`config.mk`:
```
export PLATFORM = sky130hd
export DESIGN_NAME = reset_sequencer
export DESIGN_NICKNAME = d
export VERILOG_FILES = /design/src/rtl/reset_seq_pkg.sv /design/src/rtl/btn_debounce.sv /design/src/rtl/reset_sequencer.sv
export SDC_FILE = /design/constraint.sdc
export NUM_CORES = 1
export LEC_CHECK = 0
export CORE_AREA = 5 5 54 56
export CTS_CLUSTER_SIZE = 24
export DETAILED_ROUTE_END_ITERATION = 8
export DIE_AREA = 0 0 59 61
export DONT_BUFFER_PORTS = 1
export SETUP_SLACK_MARGIN = 0.15
export SYNTH_ARGS = -nofsm -noshare
export SYNTH_HDL_FRONTEND = slang
export SYNTH_SLANG_ARGS = --single-unit
```
`constraint.sdc`:
```
create_clock -name clock -period 2.6 [get_ports clock]
set_clock_uncertainty 0.2 [all_clocks]
set_input_delay 0.52 -clock clock [delete_from_list [all_inputs] [get_ports clock]]
set_output_delay 0.52 -clock clock [all_outputs]
set_load 0.05 [all_outputs]
```
`src/rtl/reset_seq_pkg.sv`:
```
// Shared types for the reset sequencer: FSM state encoding and counter sizing helper.
package reset_seq_pkg;

  typedef enum logic [1:0] {
    ST_STARTUP,
    ST_RUN,
    ST_HOLD
  } state_t;

  function automatic int cnt_width(input int a, input int b, input int c);
    int m;
    m = a;
    if (b > m) m = b;
    if (c > m) m = c;
    return $clog2(m) + 1;
  endfunction

endpackage

```
`src/rtl/btn_debounce.sv`:
```
// Button synchronizer + debouncer; level changes after DEBOUNCE_CYCLES disagreeing samples.
// Level and press are registered together, two synchronizer stages ahead of the counter.
module btn_debounce
  import reset_seq_pkg::*;
#(
  parameter int DEBOUNCE_CYCLES = 30000
) (
  input  logic clock,
  input  logic reset_n,
  input  logic btn,
  output logic level,
  output logic press
);

  localparam int DW = cnt_width(DEBOUNCE_CYCLES, 1, 1);
  localparam logic [DW-1:0] DEB_LAST = DW'(DEBOUNCE_CYCLES - 1);

  logic          sync_a;
  logic          sync_b;
  logic [DW-1:0] cnt;

  always_ff @(posedge clock) begin
    if (!reset_n) begin
      sync_a <= 1'b0;
      sync_b <= 1'b0;
      level  <= 1'b0;
      press  <= 1'b0;
      cnt    <= '0;
    end else begin
      sync_a <= btn;
      sync_b <= sync_a;
      press  <= 1'b0;
      if (sync_b == level) begin
        cnt <= '0;
      end else if (cnt == DEB_LAST) begin
        // The disagreeing sample completes the run: accept it and restart counting.
        level <= sync_b;
        press <= sync_b;
        cnt   <= '0;
      end else begin
        cnt <= cnt + 1'b1;
      end
    end
  end

endmodule

```
`src/rtl/reset_sequencer.sv`:
```
// Power-on / pushbutton reset sequencer; out_reset and ready are registered FSM decodes.
// Button path (debounce, HOLD, reset_count) is built only when RESET_SEQ_BTN_EN is defined.
module reset_sequencer
  import reset_seq_pkg::*;
#(
  parameter int STARTUP_CYCLES  = 65536,
  parameter int DEBOUNCE_CYCLES = 30000,
  parameter int HOLD_CYCLES     = 16
) (
  input  logic       clock,
  input  logic       reset_n,
  input  logic       btn,
  output logic       out_reset,
  output logic       ready,
  output logic [7:0] reset_count
);

  localparam int CW = cnt_width(STARTUP_CYCLES, DEBOUNCE_CYCLES, HOLD_CYCLES);
  localparam logic [CW-1:0] STARTUP_LAST = CW'(STARTUP_CYCLES - 1);

  state_t        state;
  state_t        state_nxt;
  logic [CW-1:0] cnt;
  logic [CW-1:0] cnt_nxt;

`ifdef RESET_SEQ_BTN_EN
  localparam logic [CW-1:0] HOLD_LAST = CW'(HOLD_CYCLES - 1);

  logic       level;
  logic       press;
  logic [7:0] count_nxt;

  btn_debounce #(
    .DEBOUNCE_CYCLES(DEBOUNCE_CYCLES)
  ) u_debounce (
    .clock  (clock),
    .reset_n(reset_n),
    .btn    (btn),
    .level  (level),
    .press  (press)
  );

  always_ff @(posedge clock) begin
    if (!reset_n) reset_count <= 8'd0;
    else          reset_count <= count_nxt;
  end
`else
  logic unused_btn;
  assign unused_btn  = btn;
  assign reset_count = 8'd0;
`endif

  always_comb begin
    state_nxt = state;
    cnt_nxt   = cnt;
`ifdef RESET_SEQ_BTN_EN
    count_nxt = reset_count;
`endif
    case (state)
      ST_STARTUP: begin
        if (cnt == STARTUP_LAST) begin
          state_nxt = ST_RUN;
          cnt_nxt   = '0;
        end else begin
          cnt_nxt = cnt + 1'b1;
        end
      end
      ST_RUN: begin
`ifdef RESET_SEQ_BTN_EN
        if (press) begin
          state_nxt = ST_HOLD;
          cnt_nxt   = '0;
          if (reset_count != 8'hFF) count_nxt = reset_count + 8'd1;
        end
`endif
      end
`ifdef RESET_SEQ_BTN_EN
      ST_HOLD: begin
        // Counter parks at its terminal value while the button is still held.
        if (cnt != HOLD_LAST) cnt_nxt = cnt + 1'b1;
        else if (!level)      state_nxt = ST_RUN;
      end
`endif
      default: begin
        state_nxt = ST_STARTUP;
        cnt_nxt   = '0;
      end
    endcase
  end

  always_ff @(posedge clock) begin
    if (!reset_n) begin
      state     <= ST_STARTUP;
      cnt       <= '0;
      out_reset <= 1'b1;
      ready     <= 1'b0;
    end else begin
      state     <= state_nxt;
      cnt       <= cnt_nxt;
      out_reset <= (state_nxt != ST_RUN);
      ready     <= (state_nxt == ST_RUN);
    end
  end

endmodule

```
==> results.cfg <==
[outcome]
status = complete, no violations

[floorplanning]
die_area_um2 = 3599
start_util = 0.4292
core-area_um2 = 2387
fp-row-count = 18
dieHeight_um = 61
ios = 13
die_w_um = 59

[global_routing]
grt_max_degree = 18
grt.total_usage = 0.1198
overflow = 0
antenna_found_initial = 0
grt_pass1_wl_um = 3270
grt_pass1_vias = 725

[pwr]
p_int_mw = 0.3876
power.leakage_nw = 0.3862
p_comb_frac = 0.079
clkPwrFrac = 0.300
seqPwrFrac = 0.621
vdd_drop_max_mv = 0.3197
power.density_nw_per_um2 = 497.6
p_sw_mw = 0.1385
power_mw = 0.5261
swShare = 0.2632

[sta]
finalHoldViolations = 0
finalCritPeriodShare = 0.7709
fmax_mhz = 498.9
worst_slew_pin_slew_ps = 531.3
slew_violations = 0
timing.max_slew.rel_slack = 0.6426
report.final.setup_viol = 0
period_minus_slack_ps = 2004
rsz0062_at_grt = no
tns_ps = 0

[synth]
synth_edf_count = 0
synth-seq-cells = 21
yosysTopAreaCell = dfxtp_1
yosys_warnings = 0
async_flop_share = 0
syn_inst = 115
synth_area_um2 = 1025
syn_area_per_cell_um2 = 8.911
synth_area_leaders = dfxtp_1, buf_4, o21ai_0
yosysUniqueCellTypes = 39
synth_top_area_frac = 0.4103
yosysSeqAreaShare = 0.4103
synthFlopType = dfxtp_1

[cts]
hold_buffers = 0
post-cts-setup-buffers = 0
cts_tree = yes
clockBufferDepth = 2
ctsHtreeMaxLevel = 1
clkTransAtPathRegs_ps = 120
clk_latency_ps = 300
cts_inserted_buffers = 3
cts_resized = 0
clock-sinks = 21
clock-root-buffer = clkbuf_4

[route]
ant_nets = 0
drt_iter0_drc = 22
viasPerCell = 5.169
vias = 765
wirelength_um = 1851
drc_errors = 0
routedWlPerCell_um = 12.51
drt-pass1-iter-count = 4

[min_path]
hold_depth = 2
hold_start = cnt[16]
whs_endpoint = cnt[16]
holdCritPathClass = reg2reg

[place]
dp.cells = 144
gp_congestion = 0.7521
place_hpwl_um = 1337
portBuffers = 0

[setup_path]
rr_worst_depth = 5
cp_data_required_time_ps = 2610
reg2reg_to = cnt[13]
end_kind = flip-flop
cp_slowest_cell = nor4_1
max_stage_delay_ps = 560
start_kind = flip-flop
crit_arrival_ps = 2010
r2r-start = cnt[2]
critical_path_class = reg2reg
reg2reg_slack_ps = 600
critPathLaunch = cnt[2]
critical_path.max_fanout = 8
cp_cell_sequence = nand3_2 > nor4_1 > and3_1 > o21ai_0 > a22o_1

[job]
drv_cap = 0

[cells_and_area]
nFillCells = 258
final_common_cell = dfxtp_1
fin_cells = 148
antenna_cells = 0
drive_above_1_share = 0.1186
layout_common_cells = dfxtp_1, nor2_1, nand2_1, conb_1, o21ai_0
finalNetCount = 123
area_delta_synth_final_pct = 3.174
flip-flops by register name, indices dropped and copies added (netlist names):
register	cells
ready	1
state	2
cnt	17
out_reset	1
worst max-delay path, delay by kind of cell, from the launching register on:
family           cells  cell delay [ps]
AO/OA/AOI/OAI        2              260
flip-flops           1              430
AND/OR/NAND/NOR      3             1020
per-layer routing:
layer | global-route usage | vias to the layer above | wire length (µm)
li1 | - | 396 | -
met1 | 0.1630 | 362 | 893
met2 | 0.1814 | 5 | 886
met3 | 0.02128 | 2 | 52
met4 | 0.06149 | 0 | 18
met5 | 0 | - | 0
cells in the mapped netlist (2+ instances only):
master / count
nor2_1: 10
xnor2_1: 2
nor4b_1: 2
and3_1: 2
a22o_1: 2
nand3_1: 4
nand2b_1: 2
a21o_1: 2
buf_2: 2
xor2_1: 4
a21oi_1: 7
nand2_1: 10
o21ai_0: 8
nor2b_1: 2
nand4_1: 3
dfxtp_1: 21
buf_4: 8
nor3_1: 3
per-stage QoR:
| step | util | setup slack [ps] | hold slack (ps) | cell area (µm²) |
|---|---|---|---|---|
| 2_1_floorplan | - | 814.4 | 206.9 | 1055 |
| 3_3_place_gp | 0.4313 | 651.5 | 215.4 | 1030 |
| 3_5_place_dp | 0.4313 | 585.4 | 219.4 | 1030 |
| 4_1_cts | 0.4429 | 576.5 | 239.0 | 1057 |
| 5_1_grt | 0.4429 | 362.9 | 265.0 | 1057 |
| 6_report | 0.4429 | 595.7 | 234.5 | 1057 |
power groups by stage:
stage,Sequential (mW),Clock [mW],Combinational [mW]
final,0.327,0.158,0.0417
after CTS,0.327,0.169,0.0417
after global placement,0.334,0,0.0411
after detailed placement,0.334,0,0.0415
after floorplan,0.333,0,0.0465
after global routing,0.327,0.177,0.0452
worst max-delay path by stage:
stage / to / slack, ps / cells after the start
global placement: cnt[13] / 650 / 5
global route: cnt[13] / 360 / 5
detailed placement: cnt[13] / 590 / 5
finish: cnt[13] / 600 / 5
CTS: cnt[13] / 580 / 5
floorplan: cnt[14] / 810 / 6
cell type report:
class / instances / area (µm²) / area share
multi-input combinational: 89 / 545.5 / 0.5160
timing repair buffer: 3 / 22.52 / 0.02130
tap: 30 / 37.54 / 0.03550
inverter: 1 / 3.754 / 0.003550
clock inverter: 1 / 5.005 / 0.004734
clock buffer: 3 / 22.52 / 0.02130
sequential: 21 / 420.4 / 0.3976
logic make-up (layout without fill, tap and decap cells):
kind of cell	after synthesis	in the layout	share of synthesized area
other	1	9	0.003659
buffers and inverters	13	8	0.08669
adders and majority gates	1	1	0.01221
and+or+nand+nor	50	50	0.2931
AOI/OAI and AO/OA	23	23	0.1429
xor gates and xnor gates	6	6	0.05128
DFF	21	21	0.4103
(Power assumes the default switching activity.)
